==> config.mk <==
export PLATFORM = sky130hd
export DESIGN_NAME = pipe_stage_hs
export DESIGN_NICKNAME = d
export VERILOG_FILES = /design/src/rtl/pipe_stage_hs.sv
export SDC_FILE = /design/constraint.sdc
export NUM_CORES = 1
export LEC_CHECK = 0
export ABC_AREA = 1
export CORE_MARGIN = 2
export CORE_UTILIZATION = 40
export DETAILED_ROUTE_END_ITERATION = 12
export PLACE_DENSITY = 0.7
export SLEW_MARGIN = 20
export SYNTH_ARGS = -nofsm -noshare
export SYNTH_HDL_FRONTEND = slang
export SYNTH_SLANG_ARGS = --single-unit
export TNS_END_PERCENT = 5
==> constraint.sdc <==
create_clock -name clk_i -period 1.95 [get_ports clk_i]
set_clock_uncertainty 0.2 [all_clocks]
set_input_delay 0.39 -clock clk_i [delete_from_list [all_inputs] [get_ports clk_i]]
set_output_delay 0.39 -clock clk_i [all_outputs]
set_load 0.02 [all_outputs]
==> src/rtl/pipe_stage_hs.sv <==
// rtl/pipe_stage_hs.sv - parametrised valid/ready pipeline stage register with skid, flush and stall counter
//
// Purpose:
//   Generic stage register for the processor pipe (D->E, E->M, M->W). It carries WIDTH
//   payload bits from one stage to the next behind a valid/ready handshake. An optional
//   two-entry skid buffer makes in_ready a pure register output. A synchronous flush kills
//   every held beat. A saturating counter records the cycles in which downstream back-pressure
//   held a valid beat.
//
// Parameters:
//   WIDTH      payload width in bits
//   KILL_MASK  payload bits forced to 0 on out_data_o while out_valid_o=0
//   SKID       1: main+skid entries, in_ready_o registered; 0: main only, in_ready_o combinational
//   CNT_W      stall counter width
//
// Ports:
//   clk_i        in   rising-edge clock
//   rst_i        in   asynchronous reset, active-high
//   in_valid_i   in   upstream beat present
//   in_ready_o   out  stage can accept a beat this cycle
//   in_data_i    in   upstream payload
//   flush_i      in   synchronous kill of all held beats
//   out_valid_o  out  beat present on out_data_o
//   out_ready_i  in   downstream accepts the beat this cycle
//   out_data_o   out  payload, KILL_MASK bits zeroed while out_valid_o=0
//   stall_cnt_o  out  saturating count of cycles with out_valid_o=1 and out_ready_i=0

module pipe_stage_hs #(
  parameter int unsigned       WIDTH     = 12,
  parameter logic [WIDTH-1:0]  KILL_MASK = {WIDTH{1'b1}},
  parameter int unsigned       SKID      = 1,
  parameter int unsigned       CNT_W     = 16
) (
  input  logic             clk_i,
  input  logic             rst_i,
  input  logic             in_valid_i,
  output logic             in_ready_o,
  input  logic [WIDTH-1:0] in_data_i,
  input  logic             flush_i,
  output logic             out_valid_o,
  input  logic             out_ready_i,
  output logic [WIDTH-1:0] out_data_o,
  output logic [CNT_W-1:0] stall_cnt_o
);

  // Occupancy states. FULL is only reachable when the skid entry exists.
  localparam logic [1:0] ST_EMPTY = 2'd0;
  localparam logic [1:0] ST_BUSY  = 2'd1;
  localparam logic [1:0] ST_FULL  = 2'd2;

  localparam logic [CNT_W-1:0] CNT_ONE = {{(CNT_W-1){1'b0}}, 1'b1};
  localparam logic [CNT_W-1:0] CNT_MAX = {CNT_W{1'b1}};

  logic [1:0]       state_q, state_d;
  logic [WIDTH-1:0] main_q, main_d;
  logic [WIDTH-1:0] skid_q, skid_d;
  logic [CNT_W-1:0] stall_cnt_q, stall_cnt_d;

  logic accept;
  logic emit;

  // The main entry always holds the oldest beat, so the output is taken straight from it.
  assign out_valid_o = (state_q != ST_EMPTY);

  // While no beat is presented, the kill mask hides stale control bits such as write enables,
  // so downstream logic never sees them even if it ignores out_valid_o.
  assign out_data_o = out_valid_o ? main_q : (main_q & ~KILL_MASK);

  generate
    if (SKID != 0) begin : g_skid
      // Decoded from the state register only, which breaks the ready path to downstream.
      assign in_ready_o = (state_q != ST_FULL);
    end else begin : g_noskid
      // A single entry may be refilled in the same cycle it drains.
      assign in_ready_o = !out_valid_o || out_ready_i;
    end
  endgenerate

  assign accept = in_valid_i && in_ready_o;
  assign emit   = out_valid_o && out_ready_i;

  always_comb begin
    state_d = state_q;
    main_d  = main_q;
    skid_d  = skid_q;

    if (flush_i) begin
      // Flush outranks any handshake: a beat offered this cycle is dropped, and the
      // killed beat keeps only its non-masked bits so the bubble carries no side effects.
      state_d = ST_EMPTY;
      main_d  = main_q & ~KILL_MASK;
      skid_d  = '0;
    end else if (SKID != 0) begin
      case (state_q)
        ST_EMPTY: begin
          if (accept) begin
            state_d = ST_BUSY;
            main_d  = in_data_i;
          end
        end
        ST_BUSY: begin
          if (accept && emit) begin
            main_d = in_data_i;
          end else if (accept) begin
            // Downstream stalled after in_ready was already promised: park the beat.
            state_d = ST_FULL;
            skid_d  = in_data_i;
          end else if (emit) begin
            state_d = ST_EMPTY;
          end
        end
        ST_FULL: begin
          if (emit) begin
            state_d = ST_BUSY;
            main_d  = skid_q;
          end
        end
        default: begin
          state_d = ST_EMPTY;
        end
      endcase
    end else begin
      if (accept) begin
        state_d = ST_BUSY;
        main_d  = in_data_i;
      end else if (emit) begin
        state_d = ST_EMPTY;
      end
    end
  end

  // A flushed beat is not a stall: the hazard unit killed it rather than downstream refusing it.
  always_comb begin
    stall_cnt_d = stall_cnt_q;
    if (out_valid_o && !out_ready_i && !flush_i && (stall_cnt_q != CNT_MAX)) begin
      stall_cnt_d = stall_cnt_q + CNT_ONE;
    end
  end

  assign stall_cnt_o = stall_cnt_q;

  always_ff @(posedge clk_i or posedge rst_i) begin
    if (rst_i) begin
      state_q     <= ST_EMPTY;
      main_q      <= '0;
      skid_q      <= '0;
      stall_cnt_q <= '0;
    end else begin
      state_q     <= state_d;
      main_q      <= main_d;
      skid_q      <= skid_d;
      stall_cnt_q <= stall_cnt_d;
    end
  end

endmodule

==> run metrics, run 1 <==
Net Switching 1.658 mW; clock tree buffer depth 2; leakage 1.764 nW; ys async rst share 1.000; H-tree level count 2; Worst Setup End Kind register; CP Class reg2reg; syn_nets 366; RSZ-0062 raised after global routing yes; DRC violations left 0; Power Total 4.084 mW; Syn Area/Cell 7.442 sq um; Power Density 1169 mW/mm^2; Final nets 439; Starting Density 0.4066; Post-synth EDFFs 0; fillers 587; most frequent cells in the layout nand2_1, inv_1, dfrtp_1; port bufs 46; crit-path max FO 6; largest net degree at the start of global routing 43; Via-to-Cell Ratio 4.796; Multi-input gate area 0.001261 sq mm; Seq. cell area 0.001051 sq mm; Final Cell Area 0.003492 sq mm; relative slew slack 0.6849; PnR worst setup slack 0.03685 ns; Int Pwr 2.426 mW; hold slack 0.2506 ns; antenna fix cells 0; die height 83.88 um; post-route minimum period 1.913 ns; flop and latch count out of synthesis 42; Clock Power Share 0.171; clk sinks 42; post-synthesis sequential area ratio 0.4118; initial antenna violation count 0; simple-gate share of the synthesized area 0.2809; DR pass1 iterations 4; Max Slew Vio Count 0; TNS Setup 0 ns; Mapped Cells 343; synth unique cells 25; Die Footprint 0.007036 sq mm; DR iter-0 viols 122; post-synthesis adder-cell area fraction 0.02941; status finished, final reports clean; Final setup viols 0; Routed Antenna Nets 0; DIE WIDTH 83.88 um; max_cap viols 0; TritonCTS Buffers 5; fin crit share 0.9811; Non-Filler Instances 494; Util after Layout 0.5563; Slew @ Worst Pin 0.4677 ns; Cell Area, Placed 0.003226 sq mm; WL/cell 12.40 um; placed insts 474; DP Worst Slack -0.1032 ns; Combinational Power Share 0.508; Startpoint Class register; sw frac 0.4061; Mapped Area 0.002552 sq mm; first-pass GRT wire length 9846 um; CTS tree done; Syn. warnings 0; GRT Util Overall 0.1707; gr ovfl total 0; Via Count 2369; layout cell share with drive strength beyond 1 0.2542; hpwl dp 4127 um; drt total wl 6126 um; largest family of logic cells by synthesized area simple AND/OR/NAND/NOR gates; vias in the first global route 2134; Clock transition at path regs 0.08 ns; Seq pwr share 0.321; Rows 29; Final Hold Fails 0; mux cell area share after synthesis 0; RePlAce Congestion 0.8553; dominant synthesized flop cell dfrtp_1; Area Growth Syn to Fin 36.81%; arrival time worst endpoint 1.91 ns; WP data required 1.94 ns; cts-stage hold buffer count 0; XOR/XNOR share of the synthesized area 0.01029; Ports 47; Hold/Removal Path Class in2async; max frequency 522.7 MHz; clock root cell clkbuf_8; core box area 0.006277 sq mm; Synth Area in Compound Gates 0.1475; VDD IR-drop max 0.0005572 V; worst skew pair latency 0.31 ns; commonest non-fill, non-tap cell in the layout nand2_1
==> routing by layer <==
metal	vias up	routed length, um	track usage
li1	1225	-	-
met1	1091	3012	0.2502
met2	45	2802	0.2531
met3	8	216	0.03066
met4	0	95	0.06012
met5	-	0	0
==> worst paths after layout <==
| check | startpoint | end | cells past startpoint | slack [ns] |
|---|---|---|---|---|
| worst max-delay path | state_q[0] | main_q[1] | 10 | 0.04 |
| worst min-delay path | rst_i | stall_cnt_o[14] | 3 | 0.25 |
| worst max register to register | state_q[0] | main_q[1] | 10 | 0.04 |
| worst min register to register | main_q[6] | main_q[6] | 2 | 0.28 |
| max in group asynchronous | rst_i | stall_cnt_o[4] | 3 | 1.08 |
| min in group clk_i | main_q[6] | main_q[6] | 2 | 0.28 |
==> worst max-delay path, stage by stage (launching register included) <==
cell and delay [ns]:
dfrtp_1 0.39, buf_4 0.13, buf_4 0.13, ha_1 0.24, inv_2 0.08, nor2_1 0.07
o21ai_2 0.10, nand3_4 0.16, clkbuf_16 0.20, nand2_1 0.06, o21ai_2 0.05
==> timing repair <==
item,CTS,global route
setup endpoints to repair,38,56
setup buffers,0,9
resized for setup,64,40
pin swaps,0,4
gates cloned,0,3
hold endpoints to repair,0,0
==> power by group through the flow <==
| stage | Combinational (mW) | Sequential, mW | Clock (mW) |
|---|---|---|---|
| 2_1_floorplan | 1.03 | 1.38 | 0 |
| 3_3_place_gp | 1.78 | 1.32 | 0 |
| 3_5_place_dp | 1.81 | 1.32 | 0 |
| 4_1_cts | 1.71 | 1.31 | 0.712 |
| 5_1_grt | 2.26 | 1.36 | 0.744 |
| 6_report | 2.07 | 1.31 | 0.699 |
==> cells in the mapped netlist (2+ instances only) <==
cell type,n,area (sq um)
nand2_1,87,326.6
inv_1,55,206.5
dfrtp_1,42,1051
nand3_1,28,140.1
o21ai_0,27,135.1
nor2_1,24,90.09
o21ai_2,19,166.4
a21oi_1,14,70.07
ha_1,6,75.07
nand4_1,6,37.54
buf_6,5,56.30
clkbuf_1,5,18.77
nor2_2,5,31.28
nand2_2,4,25.02
xor2_1,3,26.28
inv_2,2,7.510
nand3_2,2,20.02
nor2_4,2,22.52
==> flip-flops by register name (all words and copies together), names as in the netlist <==
register / count
stall_cnt_o: 16
main_q: 12
skid_q: 12
state_q: 2
==> cell type report <==
class	instances	share of cell area
repair buffers	78	0.2135
clock buffers	6	0.02078
well taps	77	0.02759
clock inverters	2	0.01075
flip-flops and latches	42	0.3010
multi-input cells	231	0.3612
inverters	58	0.06521
==> kinds of logic (layout without fill, tap and decap cells) <==
logic type	count (synthesis)	count (layout)
compound gates	61	61
xor+xnor	3	3
fa+ha+maj	6	6
buf+inv	70	144
flops	42	42
simple gates	161	161
Note: power is estimated with default switching activity, not from simulation.
==> run 2, diff against run 1 <==
- CORE_ASPECT_RATIO: not set -> 0.6
==> run 2 against run 1 <==
Routed wire length increased by 9.1%. Utilization increased by 0.83 points. Register-to-register slack improved by 0.02 ns. Cell area decreased by 0.75%. Highest routed layer unchanged. Die area increased by 0.30%. Flip-flop and latch count unchanged. Combinational power about the same.
==> run metrics, run 2 (synthesized netlist as in run 1, its figures left out) <==
status finished, final reports clean (unchanged); initial antenna violation count 0 (unchanged); layout cell share with drive strength beyond 1 0.2293 (was 0.2542); PnR worst setup slack 0.05769 ns (was 0.03685 ns); RePlAce Congestion 0.8509 (was 0.8553); fin crit share 0.9704 (was 0.9811); Clock Power Share 0.143 (was 0.171); DP Worst Slack -0.1654 ns (was -0.1032 ns); Starting Density 0.4158 (was 0.4066); Clock transition at path regs 0.08 ns (about the same); relative slew slack 0.6538 (was 0.6849); max reg flops 16 (unchanged); CP Class reg2reg (unchanged); largest net degree at the start of global routing 43 (unchanged); hpwl dp 4834 um (was 4127 um); Via Count 2420 (was 2369); gr ovfl total 0 (unchanged); Final setup viols 0 (unchanged); port bufs 46 (unchanged); Max Slew Vio Count 0 (unchanged); vias in the first global route 2107 (was 2134); Combinational Power Share 0.522 (was 0.508); Non-Filler Instances 494 (unchanged); core box area 0.006138 sq mm (was 0.006277 sq mm); die height 65.88 um (was 83.88 um); most frequent cells in the layout nand2_1, inv_1, dfrtp_1 (unchanged); crit-path max FO 6 (unchanged); Startpoint Class register (unchanged); DR pass1 iterations 4 (unchanged); Final Hold Fails 0 (unchanged); worst skew pair latency 0.30 ns (was 0.31 ns); leakage 1.757 nW (was 1.764 nW); commonest non-fill, non-tap cell in the layout nand2_1 (unchanged); post-route minimum period 1.892 ns (was 1.913 ns); drt total wl 6686 um (was 6126 um); Worst Setup End Kind register (unchanged); WL/cell 13.53 um (was 12.40 um); cts-stage hold buffer count 0 (unchanged); Rows 22 (was 29); GRT Util Overall 0.1917 (was 0.1707); placed insts 485 (was 474); Power Total 3.939 mW (was 4.084 mW); Via-to-Cell Ratio 4.899 (was 4.796); Int Pwr 2.316 mW (was 2.426 mW); max_cap viols 0 (unchanged); antenna fix cells 0 (unchanged); clk sinks 42 (unchanged); Util after Layout 0.5646 (was 0.5563); clock root cell clkbuf_8 (unchanged); Die Footprint 0.007057 sq mm (was 0.007036 sq mm); Slew @ Worst Pin 0.5139 ns (was 0.4677 ns); Power Density 1137 mW/mm^2 (was 1169 mW/mm^2); sw frac 0.4122 (was 0.4061); DR iter-0 viols 276 (was 122); H-tree level count 2 (unchanged); Seq pwr share 0.335 (was 0.321); DIE WIDTH 107.1 um (was 83.88 um); DRC violations left 0 (unchanged); arrival time worst endpoint 1.87 ns (was 1.91 ns); Ports 47 (unchanged); Routed Antenna Nets 0 (unchanged); TNS Setup 0 ns (unchanged); max frequency 528.5 MHz (was 522.7 MHz); first-pass GRT wire length 10400 um (was 9846 um); CTS tree done (unchanged); VDD IR-drop max 0.0005085 V (was 0.0005572 V); Final nets 434 (was 439); Area Growth Syn to Fin 35.78% (was 36.81%); Net Switching 1.624 mW (was 1.658 mW); TritonCTS Buffers 5 (unchanged); WP data required 1.92 ns (was 1.94 ns); Hold/Removal Path Class in2async (unchanged); RSZ-0062 raised after global routing yes (unchanged); clock tree buffer depth 2 (unchanged)
run 2: worst paths after layout:
kind / cells past startpoint / slack, ns / endpoint / start
setup / recovery: 11 / 0.06 / main_q[2] / state_q[0]
hold / removal: 3 / 0.24 / stall_cnt_o[2] / rst_i
setup reg to reg: 11 / 0.06 / main_q[2] / state_q[0]
hold reg to reg: 2 / 0.29 / main_q[3] / main_q[3]
max in group asynchronous: 3 / 1.10 / main_q[7] / rst_i
min in group clk_i: 2 / 0.29 / main_q[3] / main_q[3]
run 2: layout make-up:
class | count | area (sq um)
Timing Repair Buffer | 73 | 745.7
Clock buffer | 6 | 82.58
Inverter | 58 | 227.7
Tap cell | 84 | 105.1
Multi-Input combinational cell | 231 | 1254
Sequential cell | 42 | 1051
Fill cell | 558 | 2673
run 2: critical path, cell delays in order, from the launching register on:
cell and delay (ns):
dfrtp_1 0.37, inv_2 0.07, buf_6 0.12, ha_4 0.15, inv_4 0.07, buf_6 0.10, nand2_4 0.05, o21ai_2 0.20
nand3_4 0.14, clkbuf_16 0.18, nand2_1 0.06, o21ai_2 0.05
run 2: timing repair:
item | 4_1_cts | 5_1_grt
pin swaps | 0 | 1
resized for setup | 70 | 40
endpoints found under the setup margin | 36 | 49
buffers inserted | 0 | 1
cloned | 0 | 2
run 2: layer usage:
| layer | vias to the layer above | GRT usage | routed length (um) |
|---|---|---|---|
| met5 | - | 0 | 0 |
| li1 | 1213 | - | - |
| met4 | 0 | 0.06981 | 89 |
| met3 | 10 | 0.03448 | 456 |
| met1 | 1121 | 0.3010 | 3387 |
| met2 | 76 | 0.2555 | 2753 |
run 2: metrics by stage:
stage,hold slack (ns),area (sq um)
after floorplan,0.2550,2552
after global placement,0.2686,3277
after detailed placement,0.2742,3277
after CTS,0.2444,3288
after global routing,0.2856,3466
final,0.2366,3466
run 2: power groups by stage:
stage	clock network, mW	registers, mW	logic [mW]
floorplan	0	1.38	1.03
global placement	0	1.33	1.81
detailed placement	0	1.33	1.86
CTS	0.577	1.32	1.76
global route	0.628	1.36	2.24
finish	0.563	1.32	2.06
==> run 3, diff against run 2 <==
- PLACE_DENSITY: 0.7 -> 0.63
==> run 3 against run 2 <==
Count of clock-buffer cells in the layout down 1. Critical path depth down 10. Sequential share of layout area up 1.1 points. Highest routed layer unchanged. Die area unchanged. Hold slack better by 0.014 ns. Via count down 4.5%. Sequential power about the same. Clock power down 4.6%. Routed wire length down 6.7%. Utilization down 2.0 points.
==> run metrics, run 3 (synthesized netlist as in run 1, its figures left out) <==
Top delay family on crit path buffers and inverters (unchanged); commonest non-fill, non-tap cell in the layout nand2_1 (unchanged); leakage 1.701 nW (was 1.757 nW); initial antenna violation count 0 (unchanged); Starting Density 0.4158 (unchanged); Routed Antenna Nets 0 (unchanged); RePlAce Congestion 0.8187 (was 0.8509); Max Slew Vio Count 0 (unchanged); Rows 22 (unchanged); max reg flops 16 (unchanged); arrival time worst endpoint 1.32 ns (was 1.87 ns); Startpoint Class register (unchanged); CP peak stage delay 0.62 ns (was 0.37 ns); Clock Power Share 0.148 (was 0.143); VDD IR-drop max 0.0005153 V (was 0.0005085 V); Ports 47 (unchanged); WP data required 1.36 ns (was 1.92 ns); die height 65.88 um (unchanged); largest net degree at the start of global routing 43 (unchanged); Clock transition at path regs 0.08 ns (about the same); worst skew pair latency 0.29 ns (was 0.30 ns); core box area 0.006138 sq mm (unchanged); DR pass1 iterations 4 (unchanged); clock tree buffer depth 2 (unchanged); clock root cell clkbuf_8 (unchanged); fin crit share 0.9784 (was 0.9704); DRC violations left 0 (unchanged); post-route minimum period 1.908 ns (was 1.892 ns); Area Growth Syn to Fin 31.08% (was 35.78%); antenna fix cells 0 (unchanged); met2 usage 0.2215 (was 0.2555); port bufs 46 (unchanged); Int Pwr 2.095 mW (was 2.316 mW); Via Count 2312 (was 2420); DR iter-0 viols 126 (was 276); Seq pwr share 0.364 (was 0.335); status finished, final reports clean (unchanged); DIE WIDTH 107.1 um (unchanged); drt total wl 6237 um (was 6686 um); clk sinks 42 (unchanged); gr busiest metal met1 (unchanged); vias in the first global route 1956 (was 2107); hold slack 0.2502 ns (was 0.2366 ns); relative slew slack 0.6746 (was 0.6538); first-pass GRT wire length 9887 um (was 10400 um); Final nets 433 (was 434); Via-to-Cell Ratio 4.680 (was 4.899); CTS tree done (unchanged); layout cell share with drive strength beyond 1 0.2244 (was 0.2293); sw frac 0.4218 (was 0.4122); worst r2r path cells 8 (was 11); RSZ-0062 raised after global routing yes (unchanged); Worst Setup End Kind output port (was register); most frequent cells in the layout nand2_1, inv_1, dfrtp_1 (unchanged); Levels on crit path 1 (was 11); r2r setup slk 0.05 ns (was 0.06 ns); max_cap viols 0 (unchanged); Final Hold Fails 0 (unchanged); Power Density 1083 mW/mm^2 (was 1137 mW/mm^2); CP Class reg2out (was reg2reg); crit-path max FO 4 (was 6); max frequency 524.1 MHz (was 528.5 MHz); Die Footprint 0.007057 sq mm (unchanged); TritonCTS Buffers 5 (unchanged); hpwl dp 4765 um (was 4834 um); GRT met1 Usage 0.3165 (was 0.3010); gr ovfl total 0 (unchanged); Power Total 3.623 mW (was 3.939 mW); CP bufs+invs 1 (was 5); PnR worst setup slack 0.04213 ns (was 0.05769 ns); Net Switching 1.528 mW (was 1.624 mW); crit path max-delay cell type clkdlybuf4s50_1 (was dfrtp_1); Hold/Removal Path Class in2async (unchanged); Slew @ Worst Pin 0.4831 ns (was 0.5139 ns); CP Cell Sequence clkdlybuf4s50_1 (was inv_2 > buf_6 > ha_4 > inv_4 > buf_6 > nand2_4 > o21ai_2 > nand3_4 > clkbuf_16 > nand2_1 > o21ai_2); WL/cell 12.63 um (was 13.53 um); met3 GRT Util 0.03054 (was 0.03448); DP Worst Slack -0.2160 ns (was -0.1654 ns); Final setup viols 0 (unchanged); GRT Util Overall 0.1822 (was 0.1917); H-tree level count 2 (unchanged); Combinational Power Share 0.488 (was 0.522)
[run 3: cell types whose count changed in the layout (fill, tap and decap cells not counted), sizes merged]
cell / delta
clkbuf: -3
buf: -3
clkdlybuf4s15: +4
clkinv: +2
dlygate4sd2: -1
clkdlybuf4s50: +1
[run 3: layer usage]
layer  up-vias  routed length (um)
met1      1030                3432
met3         2                 431
met2        70                2346
met5         -                   0
met4         0                  27
li1       1210                   -
[run 3: tightest hold or removal path, cell delays in order]
cell and delay (ns):
clkdlybuf4s50_1 0.40, inv_1 0.09, buf_12 0.24
[run 3: layout make-up]
type	instances	area (sq um)
Fill cell	597	2793
Tap cell	84	105.1
Clock inverter	2	10.01
Sequential cell	42	1052
Clock buffer	5	68.82
Multi-Input combinational cell	231	1224
Timing Repair Buffer	72	660.6
Inverter	58	225.2
[run 3: power by group through the flow]
stage / combinational (mW) / clock (mW) / sequential (mW)
global route: 1.95 / 0.597 / 1.35
global placement: 1.77 / 0 / 1.32
floorplan: 1.03 / 0 / 1.38
detailed placement: 1.79 / 0 / 1.33
finish: 1.77 / 0.537 / 1.32
CTS: 1.79 / 0.549 / 1.31
[run 3: path summary, 6_finish.rpt]
| check | startpoint | to |
|---|---|---|
| worst max register to register | state_q[0] | main_q[4] |
| worst min register to register | main_q[5] | main_q[5] |
| worst max-delay path | stall_cnt_o[15] | stall_cnt_o[15] |
| max in group asynchronous | rst_i | main_q[9] |
| worst min-delay path | rst_i | stall_cnt_o[1] |
| min in group clk_i | main_q[5] | main_q[5] |
[run 3: repair_timing]
action                                  4_1_cts  5_1_grt
pin swaps                                     1        0
setup buffers                                 1        1
endpoints found under the setup margin       61       57
hold buffers                                  0        0
resized for setup                            60       24
[run 3: per-stage QoR]
stage	instance area [sq um]	util	setup TNS (ns)	cells
CTS	3361	0.5475	0	493
finish	3346	0.5450	0	494
floorplan	2552	-	0	343
global route	3346	0.5450	-0.09371	494
detailed placement	3252	0.5298	-5.606	485
global placement	3252	0.5298	-3.759	485
